File: config.mk
export PLATFORM = sky130hd
export DESIGN_NAME = rgb_byte_packer_flat
export DESIGN_NICKNAME = d
export VERILOG_FILES = /design/src/rtl/rgb_byte_packer_if.sv /design/src/rtl/rgb_byte_packer.sv /design/src/flat_wrapper.sv
export SDC_FILE = /design/constraint.sdc
export NUM_CORES = 1
export LEC_CHECK = 0
export ABC_CLOCK_PERIOD_IN_PS = 3400
export CORE_MARGIN = 2
export CORE_UTILIZATION = 35
export CTS_CLUSTER_DIAMETER = 120
export DETAILED_ROUTE_END_ITERATION = 12
export PLACE_DENSITY_LB_ADDON = 0.12
export SETUP_SLACK_MARGIN = 0.1
export SLEW_MARGIN = 40
export SYNTH_ARGS = -nofsm -noshare
export SYNTH_HDL_FRONTEND = slang
export SYNTH_SLANG_ARGS = --single-unit
export TNS_END_PERCENT = 100
File: constraint.sdc
create_clock -name clk -period 3.4 [get_ports clk]
set_input_delay 0.68 -clock clk [delete_from_list [all_inputs] [get_ports clk]]
set_output_delay 0.68 -clock clk [all_outputs]
set_load 0.02 [all_outputs]
File: src/rtl/rgb_byte_packer_if.sv
// Stream bundle for rgb_byte_packer. The pixel side flows in and the byte side flows out.
// The master modport belongs to whatever feeds pixels and consumes bytes.
interface rgb_byte_packer_if #(
  parameter int IN_W       = 8,
  parameter int FIFO_DEPTH = 16
);
  localparam int LVL_W = $clog2(FIFO_DEPTH) + 1;

  logic [1:0]       mode;
  logic [IN_W-1:0]  R;
  logic [IN_W-1:0]  G;
  logic [IN_W-1:0]  B;
  logic             sof;
  logic             pixel_valid;
  logic             in_ready;
  logic [7:0]       byte_out;
  logic             byte_valid;
  logic             byte_ready;
  logic             byte_sof;
  logic             byte_last;
  logic [LVL_W-1:0] fifo_level;

  modport master (
    output mode, R, G, B, sof, pixel_valid, byte_ready,
    input  in_ready, byte_out, byte_valid, byte_sof, byte_last, fifo_level
  );

  modport slave (
    input  mode, R, G, B, sof, pixel_valid, byte_ready,
    output in_ready, byte_out, byte_valid, byte_sof, byte_last, fifo_level
  );
endinterface

File: src/rtl/rgb_byte_packer.sv
// Formats incoming RGB pixels as RGB565 / RGB888 / GRAY8, queues them in a pixel FIFO,
// and serialises each queued pixel onto an 8-bit valid/ready byte stream.
module rgb_byte_packer #(
  parameter int IN_W       = 8,
  parameter int FIFO_DEPTH = 16,
  parameter int BYTE_SWAP  = 0
) (
  input  logic              clk,
  input  logic              rst,
  rgb_byte_packer_if.slave  bus
);
  localparam int AW    = $clog2(FIFO_DEPTH);
  localparam int LVL_W = AW + 1;

  typedef struct packed {
    logic        sof;
    logic [1:0]  cnt;
    logic [23:0] data;
  } entry_t;

  typedef enum logic {IDLE, SEND} state_t;

  logic [7:0] r8, g8, b8;
  logic [9:0] gray_sum;
  logic       unused_lsbs;
  entry_t     fmt;

  assign r8          = bus.R[IN_W-1 -: 8];
  assign g8          = bus.G[IN_W-1 -: 8];
  assign b8          = bus.B[IN_W-1 -: 8];
  assign gray_sum    = {2'b00, r8} + {1'b0, g8, 1'b0} + {2'b00, b8};
  assign unused_lsbs = ^{bus.R, bus.G, bus.B};

  // Entries hold their bytes left-aligned, so byte k in MSB-first order is always data[23-8k -: 8].
  always_comb begin
    fmt.sof = bus.sof;
    case (bus.mode)
      2'd1: begin
        fmt.cnt  = 2'd3;
        fmt.data = {r8, g8, b8};
      end
      2'd2: begin
        fmt.cnt  = 2'd1;
        fmt.data = {gray_sum[9:2], 16'h0000};
      end
      default: begin
        fmt.cnt  = 2'd2;
        fmt.data = {r8[7:3], g8[7:2], b8[7:3], 8'h00};
      end
    endcase
  end

  function automatic logic [7:0] pick_byte(entry_t e, logic [1:0] idx);
    logic [1:0] k;
    k = (BYTE_SWAP != 0) ? (e.cnt - 2'd1 - idx) : idx;
    case (k)
      2'd0:    pick_byte = e.data[23:16];
      2'd1:    pick_byte = e.data[15:8];
      default: pick_byte = e.data[7:0];
    endcase
  endfunction

  entry_t           fifo_mem [FIFO_DEPTH];
  logic [AW-1:0]    wr_ptr_q, wr_ptr_d;
  logic [AW-1:0]    rd_ptr_q, rd_ptr_d;
  logic [LVL_W-1:0] level_q, level_d;
  logic             rdy_en_q, rdy_en_d;
  state_t           state_q, state_d;
  logic [1:0]       idx_q, idx_d;
  logic [7:0]       byte_out_q, byte_out_d;
  logic             byte_valid_q, byte_valid_d;
  logic             byte_sof_q, byte_sof_d;
  logic             byte_last_q, byte_last_d;

  logic   full, empty, in_ready, push, pop, byte_done, load;
  logic [1:0] next_idx;
  entry_t head, after_head, load_entry;

  assign full       = (level_q == LVL_W'(FIFO_DEPTH));
  assign empty      = (level_q == '0);
  assign in_ready   = rdy_en_q & ~full;
  assign push       = bus.pixel_valid & in_ready;
  assign byte_done  = byte_valid_q & bus.byte_ready;
  assign pop        = byte_done & byte_last_q;
  assign head       = fifo_mem[rd_ptr_q];
  assign after_head = fifo_mem[rd_ptr_q + AW'(1)];
  assign next_idx   = idx_q + 2'd1;

  // The pixel being sent stays at the FIFO head until its last byte completes, so a full
  // FIFO can never overwrite it and fifo_level counts it as occupied.
  always_comb begin
    wr_ptr_d     = push ? wr_ptr_q + AW'(1) : wr_ptr_q;
    rd_ptr_d     = pop  ? rd_ptr_q + AW'(1) : rd_ptr_q;
    level_d      = level_q + LVL_W'(push) - LVL_W'(pop);
    rdy_en_d     = 1'b1;
    state_d      = state_q;
    idx_d        = idx_q;
    byte_out_d   = byte_out_q;
    byte_valid_d = byte_valid_q;
    byte_sof_d   = byte_sof_q;
    byte_last_d  = byte_last_q;
    load         = 1'b0;
    load_entry   = head;

    case (state_q)
      IDLE: begin
        if (!empty) begin
          load = 1'b1;
        end
      end
      SEND: begin
        if (pop) begin
          if (level_q > LVL_W'(1)) begin
            load       = 1'b1;
            load_entry = after_head;
          end else begin
            state_d      = IDLE;
            idx_d        = 2'd0;
            byte_out_d   = 8'h00;
            byte_valid_d = 1'b0;
            byte_sof_d   = 1'b0;
            byte_last_d  = 1'b0;
          end
        end else if (byte_done) begin
          idx_d       = next_idx;
          byte_out_d  = pick_byte(head, next_idx);
          byte_sof_d  = 1'b0;
          byte_last_d = (next_idx == head.cnt - 2'd1);
        end
      end
      default: state_d = IDLE;
    endcase

    if (load) begin
      state_d      = SEND;
      idx_d        = 2'd0;
      byte_out_d   = pick_byte(load_entry, 2'd0);
      byte_valid_d = 1'b1;
      byte_sof_d   = load_entry.sof;
      byte_last_d  = (load_entry.cnt == 2'd1);
    end
  end

  always_ff @(posedge clk) begin
    if (push) begin
      fifo_mem[wr_ptr_q] <= fmt;
    end
  end

  always_ff @(posedge clk or posedge rst) begin
    if (rst) begin
      wr_ptr_q     <= '0;
      rd_ptr_q     <= '0;
      level_q      <= '0;
      rdy_en_q     <= 1'b0;
      state_q      <= IDLE;
      idx_q        <= 2'd0;
      byte_out_q   <= 8'h00;
      byte_valid_q <= 1'b0;
      byte_sof_q   <= 1'b0;
      byte_last_q  <= 1'b0;
    end else begin
      wr_ptr_q     <= wr_ptr_d;
      rd_ptr_q     <= rd_ptr_d;
      level_q      <= level_d;
      rdy_en_q     <= rdy_en_d;
      state_q      <= state_d;
      idx_q        <= idx_d;
      byte_out_q   <= byte_out_d;
      byte_valid_q <= byte_valid_d;
      byte_sof_q   <= byte_sof_d;
      byte_last_q  <= byte_last_d;
    end
  end

  assign bus.in_ready   = in_ready;
  assign bus.byte_out   = byte_out_q;
  assign bus.byte_valid = byte_valid_q;
  assign bus.byte_sof   = byte_sof_q;
  assign bus.byte_last  = byte_last_q;
  assign bus.fifo_level = level_q;
endmodule

File: src/flat_wrapper.sv
// flat-port wrapper written by rule: the top's interface ports become plain ports
module rgb_byte_packer_flat 
#(
  parameter int IN_W       = 8,
  parameter int FIFO_DEPTH = 16,
  parameter int BYTE_SWAP  = 0
)
  (clk, rst, bus_mode, bus_R, bus_G, bus_B, bus_sof, bus_pixel_valid, bus_byte_ready, bus_in_ready, bus_byte_out, bus_byte_valid, bus_byte_sof, bus_byte_last, bus_fifo_level);
  rgb_byte_packer_if #(.IN_W(IN_W), .FIFO_DEPTH(FIFO_DEPTH)) bus_i ();
  input  logic clk;
  input  logic rst;
  input wire logic [$bits(bus_i.mode)-1:0] bus_mode;
  input wire logic [$bits(bus_i.R)-1:0] bus_R;
  input wire logic [$bits(bus_i.G)-1:0] bus_G;
  input wire logic [$bits(bus_i.B)-1:0] bus_B;
  input wire logic [$bits(bus_i.sof)-1:0] bus_sof;
  input wire logic [$bits(bus_i.pixel_valid)-1:0] bus_pixel_valid;
  input wire logic [$bits(bus_i.byte_ready)-1:0] bus_byte_ready;
  output wire logic [$bits(bus_i.in_ready)-1:0] bus_in_ready;
  output wire logic [$bits(bus_i.byte_out)-1:0] bus_byte_out;
  output wire logic [$bits(bus_i.byte_valid)-1:0] bus_byte_valid;
  output wire logic [$bits(bus_i.byte_sof)-1:0] bus_byte_sof;
  output wire logic [$bits(bus_i.byte_last)-1:0] bus_byte_last;
  output wire logic [$bits(bus_i.fifo_level)-1:0] bus_fifo_level;
  assign bus_i.mode = bus_mode;
  assign bus_i.R = bus_R;
  assign bus_i.G = bus_G;
  assign bus_i.B = bus_B;
  assign bus_i.sof = bus_sof;
  assign bus_i.pixel_valid = bus_pixel_valid;
  assign bus_i.byte_ready = bus_byte_ready;
  assign bus_in_ready = bus_i.in_ready;
  assign bus_byte_out = bus_i.byte_out;
  assign bus_byte_valid = bus_i.byte_valid;
  assign bus_byte_sof = bus_i.byte_sof;
  assign bus_byte_last = bus_i.byte_last;
  assign bus_fifo_level = bus_i.fifo_level;
  rgb_byte_packer #(.IN_W(IN_W), .FIFO_DEPTH(FIFO_DEPTH), .BYTE_SWAP(BYTE_SWAP)) u_core (.clk(clk), .rst(rst), .bus(bus_i));
endmodule
Word level (Yosys, flattened, before mapping)
Memory sizes are Yosys's and may differ from the RTL's.
Index checks and enable logic that the tools add are counted.
- $add $sub $neg: 8
- magnitude comparators: 1
- eq/ne operators: 8
- muxes and demuxes: 36
- bitwise gates (word level): 6
- reduce and logical (&&, ||, !) cells: 7
- operator list (kind ; count):
    $mux 27 ; 3
    $pmux 26 s2 ; 1
    $mux 8 ; 5
    $mux 1 ; 20
    $pmux 8 s2 ; 1
    $add 10x8->10 ; 1
    $add 8x9->10 ; 1
    $mux 2 ; 5
    $add 4x1->4 const B ; 2
    $eq 2x1->1 const B ; 3
    $reduce_and 3->1 ; 2
    $add 5x1->5 ; 1
    $eq 5x5->1 const B ; 1
    $gt 5x1->1 const B ; 1
    $logic_not 5->1 ; 1
    $sub 5x1->5 ; 1
    $and 1x1->1 ; 4
    $reduce_bool 2->1 ; 2
    $ne 3x3->1 const B ; 1
    $reduce_bool 3->1 ; 1
    $add 2x1->2 const B ; 1
    $eq 2x2->1 ; 1
    $eq 2x2->1 const B ; 1
    $logic_not 2->1 ; 1
    4 further kinds ; 5
- register bits: 28
- memory bits (writable): 432
- input port bits: 31
- output and inout port bits: 17
- word-level logic and storage cells: 77
- memories kept: 1
- memory list (memory ; depth ; bits a word ; rd ports ; clocked after Yosys merged registers in ; write ports ; line ; RTL):
    u_core.fifo_mem ; 16 ; 27 ; 2 ; 0 ; 1 ; rgb_byte_packer.sv:63 ; entry_t fifo_mem [FIFO_DEPTH];

Longest topological paths before layout
- depth after elaboration: 7
- mapped depth: 14
- mapped depth without buffers: 13

Worst setup path after synthesis
No wires, ideal clock.
- kind: register to register
- start: register u_core.level_q[2], in the netlist u_core.bus.fifo_level[2]
- end: memory u_core.fifo_mem[3][0] (netlist bit) (enable)
- library setup time: 0.445 ns
- arrival time: 3.573 ns
- data required time: 2.955 ns
- path slack: -0.618 ns
- stages on the path, launching flop included: 9
- buffers on the path: 1
- clock period less this slack: 4.018 ns
- cell sequence: dfrtp_1 inv_1 ha_1 nand2b_1 o31a_1 and2_1 clkbuf_1 nand2_1 nor3_1
- cells in the longest elaborated chain, start to end: 6
- ends and longest elaborated chain (what ; line ; RTL):
    start, declared ; rgb_byte_packer.sv:66 ; logic [LVL_W-1:0] level_q, level_d;
    start signal, assigned ; rgb_byte_packer.sv:165 ; level_q <= level_d;
    $eq 5x5->1 ; rgb_byte_packer.sv:79 ; assign full = (level_q == LVL_W'(FIFO_DEPTH));
    $not 1->1 ; rgb_byte_packer.sv:81 ; assign in_ready = rdy_en_q & ~full;
    $and 1x1->1 ; rgb_byte_packer.sv:81 ;
    named net bus_in_ready ; flat_wrapper.sv:19 ; output wire logic [$bits(bus_i.in_ready)-1:0] bus_in_ready;
    $and 1x1->1 ; rgb_byte_packer.sv:82 ; assign push = bus.pixel_valid & in_ready;
    named net u_core.push ; rgb_byte_packer.sv:75 ; logic full, empty, in_ready, push, pop, byte_done, load;
    $mux 1 ; rgb_byte_packer.sv:145 ; if (push) begin
    $mux 1 (implied by the code) ; rgb_byte_packer.sv:146 ; fifo_mem[wr_ptr_q] <= fmt;
    end, declared ; rgb_byte_packer.sv:63 ;
The timed path passes the listed nets, and every way through them passes these cells.

==> out/metrics.cfg <==
[status]
status = completed

[critical_path]
reg2reg_depth = 6
critPathArrivalTime_ns = 3.42
cp.depth = 12
path_cells = clkdlybuf4s50_1 > fa_1 > buf_4 > ha_1 > and4b_1 > o21ai_0 > nand2b_1 > a21o_1 > a31oi_1 > mux2i_1 > nand2_1 > buf_12
crit_path_end = u_core.fifo_mem[0][22]$_DFFE_PP_
r2r-start = u_core.rd_ptr_q[0]$_DFFE_PP0P_
critPathMaxFanout = 16
cpPeakStageDelay_ns = 0.52
worst_setup_path_end_kind = flop
startpoint_type = primary input
cp_top_family = buffers and inverters
crit_slowest_cell = fa_1
required_ns = 3.73
r2r_setup_slack_ns = 0.44
cp_num_buf_inv = 3
r2r-end = u_core.bus.byte_out[6]$_DFFE_PP0P_
crit_start = bus_B[2]
worstSetupPathType = primary input to flop

[power]
p_leak_uw = 0.008080
power_uw = 20200
irDropWorstVdd_v = 0.0004838
p_per_area_nw_per_um2 = 838.0

[sta]
period_needed_ns = 3.090
setup_tns_ns = 0
grt_setup_unrepaired = no
skew_ns = 0.01129
drv_slew = 0
setup-violations-final = 0
max_freq_ghz = 0.3236
tightest_slew_ns = 0.7647
period_share_pct = 90.89
relSlewSlack_pct = 49.02
fin_ws_ns = 0.3096
hold_viol_final = 0

[synth]
synth_compound_area_share_pct = 4.681
ys_async_sr_fraction_pct = 6.087
ys_types = 52
yosys_warnings = 0
synth_top_area_cell = edfxtp_1
avgSynthCellArea_um2 = 18.76
synth-edff-count = 432
synth_top_area_share_pct = 64.20
postSynthCellCount = 1077
synth_fa_ha_area_share_pct = 2.502
synth_top_family_by_area = multiplexers
syn_nets = 1143
ys_seq_elements = 460
synth_xor_area_share_pct = 0.7678
synth.cell_area_um2 = 20210
synth_area_leaders = edfxtp_1 64%, mux4_2 16%, dfrtp_1 3.5%, mux2i_1 2.5%, ha_1 1.6%
synth_seq_area_share_pct = 67.67
ys.flop_type = edfxtp_1
synthMuxAreaShare_pct = 18.74
synthSimpleGateAreaFrac_pct = 3.109

[grt]
grt_pass1_vias = 11358
grt_max_degree = 45
grt.overflow.total = 0
grt_first_pass_wirelength_mm = 78.40
grtUsageTotal_pct = 18.30
antenna_found_initial = 2

[floorplanning]
fp.dieW_um = 244.3
initial_core_util_pct = 35.22
die_h_um = 244.3
dieArea_um2 = 59670
rows = 88
io_pins = 48
coreArea_um2 = 57370

[cts]
htreeDepth = 2
ctsRootBufferMaster = clkbuf_16
cts.path.max_buffers = 3
cts_hold_buf = 0
cts.clk_slew.worst_paths_ns = 0.06
cts_tree = yes
clk_latency_ns = 0.59
cts_buffers = 50
clock_sinks = 460

[cells_and_area]
layout-drive-gt1-share_pct = 26.52
seq_area_um2 = 13680
multi_input_area_um2 = 6210
utilization_pct = 42.01
area_delta_synth_final_pct = 19.28
antenna_cells = 0
fill_cells = 5021
final_cells = 2013
final_nets = 1273

[place]
dp.final_hpwl_mm = 31.60
post-place-ws_ns = -0.8464
gp_congestion = 0.7804
port_buffers = 47
dp_cells = 1917

[drt]
vias_per_cell = 5.359
vias = 10788
drt-total-wl_mm = 53.54
drc = 0
dr.pass1.iters = 5
ant_nets = 0
wire_per_inst_um = 26.60
drtIter0Drc = 788

[min_path]
hold_path_class = primary input to asynchronous set/reset pin

[run]
cap_violations = 0

==> cells by family (layout without fill, tap and decap cells) <==
| kind of cell | Yosys count | after routing |
|---|---|---|
| compound gates | 133 | 133 |
| xor+xnor | 16 | 16 |
| fa+ha+maj | 35 | 35 |
| buf+inv | 102 | 273 |
| flops | 460 | 460 |
| mux | 197 | 197 |
| other cells | 1 | 1 |
| simple gates | 133 | 133 |
==> routing by layer <==
layer | track usage [%] | up-vias | part of all wire [%]
li1 | - | 4696 | -
met2 | 31.43 | 257 | 50
met3 | 2.777 | 68 | 4.4
met4 | 4.322 | 0 | 1.9
met1 | 24.52 | 5767 | 44
met5 | 0 | - | 0
==> worst register-to-register path, stage by stage (launching register included) <==
cell	delay, ns
dfrtp_4	0.62
buf_12	0.36
mux4_2	0.63
mux4_2	0.55
and3_1	0.23
a21oi_1	0.30
a31oi_1	0.13
==> flip-flops by register name (all words and copies together) (netlist names) <==
| signal | flops |
|---|---|
| u_core.bus.fifo_level | 5 |
| u_core.rd_ptr_q | 4 |
| u_core.rdy_en_q | 1 |
| u_core.state_q | 1 |
| u_core.bus.byte_valid | 1 |
| u_core.bus.byte_last | 1 |
| u_core.fifo_mem | 432 |
| u_core.wr_ptr_q | 4 |
| u_core.idx_q | 2 |
| u_core.bus.byte_out | 8 |
| u_core.bus.byte_sof | 1 |
==> power breakdown <==
part	leakage (uW)	internal (uW)	switching (uW)	total (uW)
sequential	0.00426	6710	353	7060
combinational	0.00303	3620	4140	7750
clock	0.000786	3160	2220	5380
total	0.00808	13500	6710	20200
==> per-stage QoR <==
stage | hold slack, ns | cell area [um^2]
detailed placement | 0.5255 | 22430
finish | 0.4657 | 24100
CTS | 0.4626 | 24080
global route | 0.5167 | 24100
global placement | 0.5185 | 22420
floorplan | 0.5372 | 20230
==> synth_stat cells (2+ instances only) <==
cell      count
and3_1        7
ha_1         26
edfxtp_1    432
mux2i_1      51
o22ai_1       4
buf_6         7
clkbuf_1     22
nand3_1       3
xnor2_1       9
nor2b_1       3
xnor2_2       2
fa_1          9
a211oi_1     14
a31oi_1       9
inv_1        44
o32ai_1       8
buf_4         6
mux4_2      145
a22o_1        9
nor3_1        6
nor3b_1       4
o31ai_1       2
nor2_1       37
dfrtp_1      28
buf_2        17
and2_1       17
nand2b_1      6
nand2_1      44
buf_1         4
a22oi_1      18
a21oi_1      16
xor2_1        5
o21ai_0      21
a221oi_1     24
==> worst min-delay path by stage <==
stage,start,endpoint,cells after the start
after floorplan,u_core.idx_q[1]$_DFFE_PP0P_,u_core.idx_q[1]$_DFFE_PP0P_,2
after global placement,u_core.bus.byte_out[0]$_DFFE_PP0P_,u_core.bus.byte_out[0]$_DFFE_PP0P_,2
after detailed placement,u_core.bus.byte_valid$_DFFE_PP0P_,u_core.bus.byte_valid$_DFFE_PP0P_,2
after CTS,rst,u_core.rd_ptr_q[0]$_DFFE_PP0P_,3
after global routing,rst,u_core.wr_ptr_q[0]$_DFFE_PP0P_,3
final,rst,u_core.wr_ptr_q[1]$_DFFE_PP0P_,3
==> area by class of cell <==
cell class | count | share of cell area, %
Clock inverter | 32 | 1.204
Multi-Input combinational cell | 515 | 25.77
Timing Repair Buffer | 136 | 6.064
Inverter | 44 | 0.6853
Tap cell | 765 | 3.972
Sequential cell | 460 | 56.77
Clock buffer | 61 | 5.534
==> repair_timing <==
action	4_1_cts	5_1_grt
cloned	1	1
hold endpoints to repair	0	0
pin swaps	1	2
gates resized for setup	6	9
endpoints found under the setup margin	32	48
buffers inserted	1	0
==> cell usage in the layout (no fill, tap or decap), drive strengths merged, types with 6 or more instances in the layout <==
cell	instances
a211oi	14
fa	9
a22o	9
clkbuf	61
o21ai	22
mux2i	51
dfrtp	28
clkinv	26
xnor2	11
a31oi	9
buf	89
nor3	6
o32ai	8
edfxtp	432
a221oi	24
ha	26
and2	17
clkdlybuf4s50	46
nor2	37
inv	44
nand2	44
mux4	145
and3	7
nand2b	6
a22oi	18
a21oi	16
Power figures use the tool's default switching activity.
==> variant, RTL diff (same settings) <==
`byte_out_q` no longer has a reset.
--- a/src/rtl/rgb_byte_packer.sv
+++ b/src/rtl/rgb_byte_packer.sv
@@ -155,7 +155,6 @@
       rdy_en_q     <= 1'b0;
       state_q      <= IDLE;
       idx_q        <= 2'd0;
-      byte_out_q   <= 8'h00;
       byte_valid_q <= 1'b0;
       byte_sof_q   <= 1'b0;
       byte_last_q  <= 1'b0;
@@ -166,11 +165,14 @@
       rdy_en_q     <= rdy_en_d;
       state_q      <= state_d;
       idx_q        <= idx_d;
-      byte_out_q   <= byte_out_d;
       byte_valid_q <= byte_valid_d;
       byte_sof_q   <= byte_sof_d;
       byte_last_q  <= byte_last_d;
     end
+  end
+
+  always_ff @(posedge clk) begin
+    byte_out_q <= byte_out_d;
   end
 
   assign bus.in_ready   = in_ready;
Check against the original RTL: differs if rst is asserted again (counterexample within 4 cycles, from zero or initial values and one cycle with rst high); with rst held inactive, the same outputs for 4 cycles.
==> variant against the unedited design <==
- clock skew rose by 0.0045 ns
- non-clock buffer count rose by 10
- cell area rose by 0.59%
- first-iteration DRC count rose by 14%
- worst setup slack got worse by 0.043 ns
- largest cell class unchanged
- area after synthesis rose by 0.17%
- clock power rose by 3%
- power rose by 2.8%
- sequential cell count did not move
- fmax fell by 1.4%
- routed wire length rose by 2.1%
- highest routed layer unchanged
- synthesized cell count fell by 1.5%
- die area rose by 0.17%
==> variant: results (changes against the unedited design) <==
Setup path:
- The dominant delay contributor by cell family on the critical path is compound AO/OA/AOI/OAI gates (was buffers and inverters).
- The critical-path cell with the highest stage delay was sky130_fd_sc_hd__clkdlybuf4s50_1 (was sky130_fd_sc_hd__fa_1).
- The cell count of the worst reg-to-reg path is 7 (was 6).
- The worst endpoint data arrival time is 3.47 ns (was 3.42 ns).
- The startpoint of the worst setup timing path is bus_G[1] (was bus_B[2]).
- The worst reg2reg path endpoint is u_core.bus.byte_out[7] (was u_core.bus.byte_out[6]).

Cells and area:
- The final-stage net count was 1265 (was 1273).
- The number of inserted filler cells in the final layout came to 5077 (was 5021).
- The layout cell share with drive strength beyond 1 came to 0.312 (was 0.265).

Synth:
- The post-synthesis cell type count is 47 (was 52).
- The fraction of synthesis flops using an asynchronous set or reset pin is 0.0435 (was 0.0609).
- Post-synth top cells: 440 x sky130_fd_sc_hd__edfxtp_1, 154 x sky130_fd_sc_hd__mux4_2, 53 x sky130_fd_sc_hd__nor2_1 (was 432 x sky130_fd_sc_hd__edfxtp_1, 145 x sky130_fd_sc_hd__mux4_2, 51 x sky130_fd_sc_hd__mux2i_1).
- Leading post-synthesis cells by cell area: sky130_fd_sc_hd__edfxtp_1 65%, sky130_fd_sc_hd__mux4_2 17%, sky130_fd_sc_hd__dfrtp_1 2.5% (was sky130_fd_sc_hd__edfxtp_1 64%, sky130_fd_sc_hd__mux4_2 16%, sky130_fd_sc_hd__dfrtp_1 3.5%).
- The sequential cell area fraction in the yosys report is 0.678 (was 0.677).
- The net count after synthesis is 1127 (was 1143).
- The number of flops mapped to enable cells by yosys is 440 (was 432).

Drt:
- The wire length per cell is 27.2 µm (was 26.6 µm).
- The initial DRC count is 901 (was 788).
- The vias after detailed routing came to 10696 (was 10788).

CTS:
- The total CTS buffers was 52 (was 50).
- The total setup buffers inserted after CTS is 0 (was 1).

Power and ir drop:
- The worst IR drop on VDD was 0.542 mV (was 0.484 mV).

Run status:
- Status: completed (unchanged).

Global route:
- The total routing resource utilization after global routing is 0.186 (was 0.183).
- The global-route wire length before repair is 79700 µm (was 78400 µm).
- The pin count of the biggest net entering global routing came to 96 (was 45).

Placed design:
- The last weighted congestion value of the routability-driven placer came to 0.767 (was 0.780).
- The post-detailed-placement half-perimeter wirelength is 33700 µm (was 31600 µm).
variant: cell types whose count changed after synthesis, moves of 11 or more:
cell | unedited run | this run
sky130_fd_sc_hd__mux2_2 | 0 | 38
sky130_fd_sc_hd__a211oi_1 | 14 | 0
sky130_fd_sc_hd__inv_1 | 44 | 32
sky130_fd_sc_hd__mux2i_1 | 51 | 11
sky130_fd_sc_hd__a22oi_1 | 18 | 4
sky130_fd_sc_hd__o211ai_1 | 0 | 11
sky130_fd_sc_hd__nor2_1 | 37 | 53
variant: where the power goes:
part	switching, mW	internal [mW]
combinational	4.35	3.81
clock	2.27	3.26
sequential	0.294	6.78
variant: worst min-delay path by stage:
stage,from,to,depth (start not counted)
4_1_cts,u_core.bus.byte_sof,u_core.bus.byte_sof,2
3_3_place_gp,u_core.bus.byte_sof,u_core.bus.byte_sof,2
3_5_place_dp,u_core.bus.byte_sof,u_core.bus.byte_sof,2
5_1_grt,rst,u_core.bus.fifo_level[0],2
2_1_floorplan,u_core.state_q,u_core.state_q,1
6_report,rst,u_core.bus.fifo_level[0],2
variant: per-stage QoR:
| stage | std cells | power, mW | setup slack [ns] | utilization | hold WS [ns] |
|---|---|---|---|---|---|
| floorplan | 1061 | 12.4 | 0.104 | - | 0.499 |
| global placement | 1910 | 15.4 | -0.456 | 0.392 | 0.522 |
| detailed placement | 1910 | 15.4 | -0.529 | 0.393 | 0.522 |
| CTS | 2006 | 21.0 | 0.234 | 0.422 | 0.535 |
| global route | 2006 | 21.8 | 0.135 | 0.422 | 0.452 |
| finish | 2006 | 20.8 | 0.267 | 0.422 | 0.412 |
variant: routing by layer:
metal	GRT usage	part of all wire
met2	0.303	0.48
met3	0.0329	0.047
met4	0.0423	0.019
met5	0	0
met1	0.260	0.45
variant: final cells by class:
class / count / share of cell area
Sequential cell: 460 / 0.566
Multi-Input combinational cell: 506 / 0.259
Timing Repair Buffer: 146 / 0.0615
Clock buffer: 63 / 0.0554
Tap cell: 765 / 0.0395
Clock inverter: 33 / 0.0137
Inverter: 33 / 0.00511
variant: cells by family (layout without fill, tap and decap cells):
family / after synthesis / after routing / share of synthesized area
xor gates and xnor gates: 18 / 18 / 0.00779
other: 1 / 1 / 0.000185
buffers and inverters: 95 / 275 / 0.0211
muxes: 208 / 208 / 0.201
and+or+nand+nor: 163 / 163 / 0.0376
DFF: 460 / 460 / 0.678
AOI/OAI and AO/OA: 81 / 81 / 0.0301
adders and majority gates: 35 / 35 / 0.0250
variant: repair_timing:
item | in CTS | in global routing
setup endpoints to repair | 4 | 16
gates resized for setup | 1 | 2
pin swaps | 0 | 2
hold buffers | 0 | 0
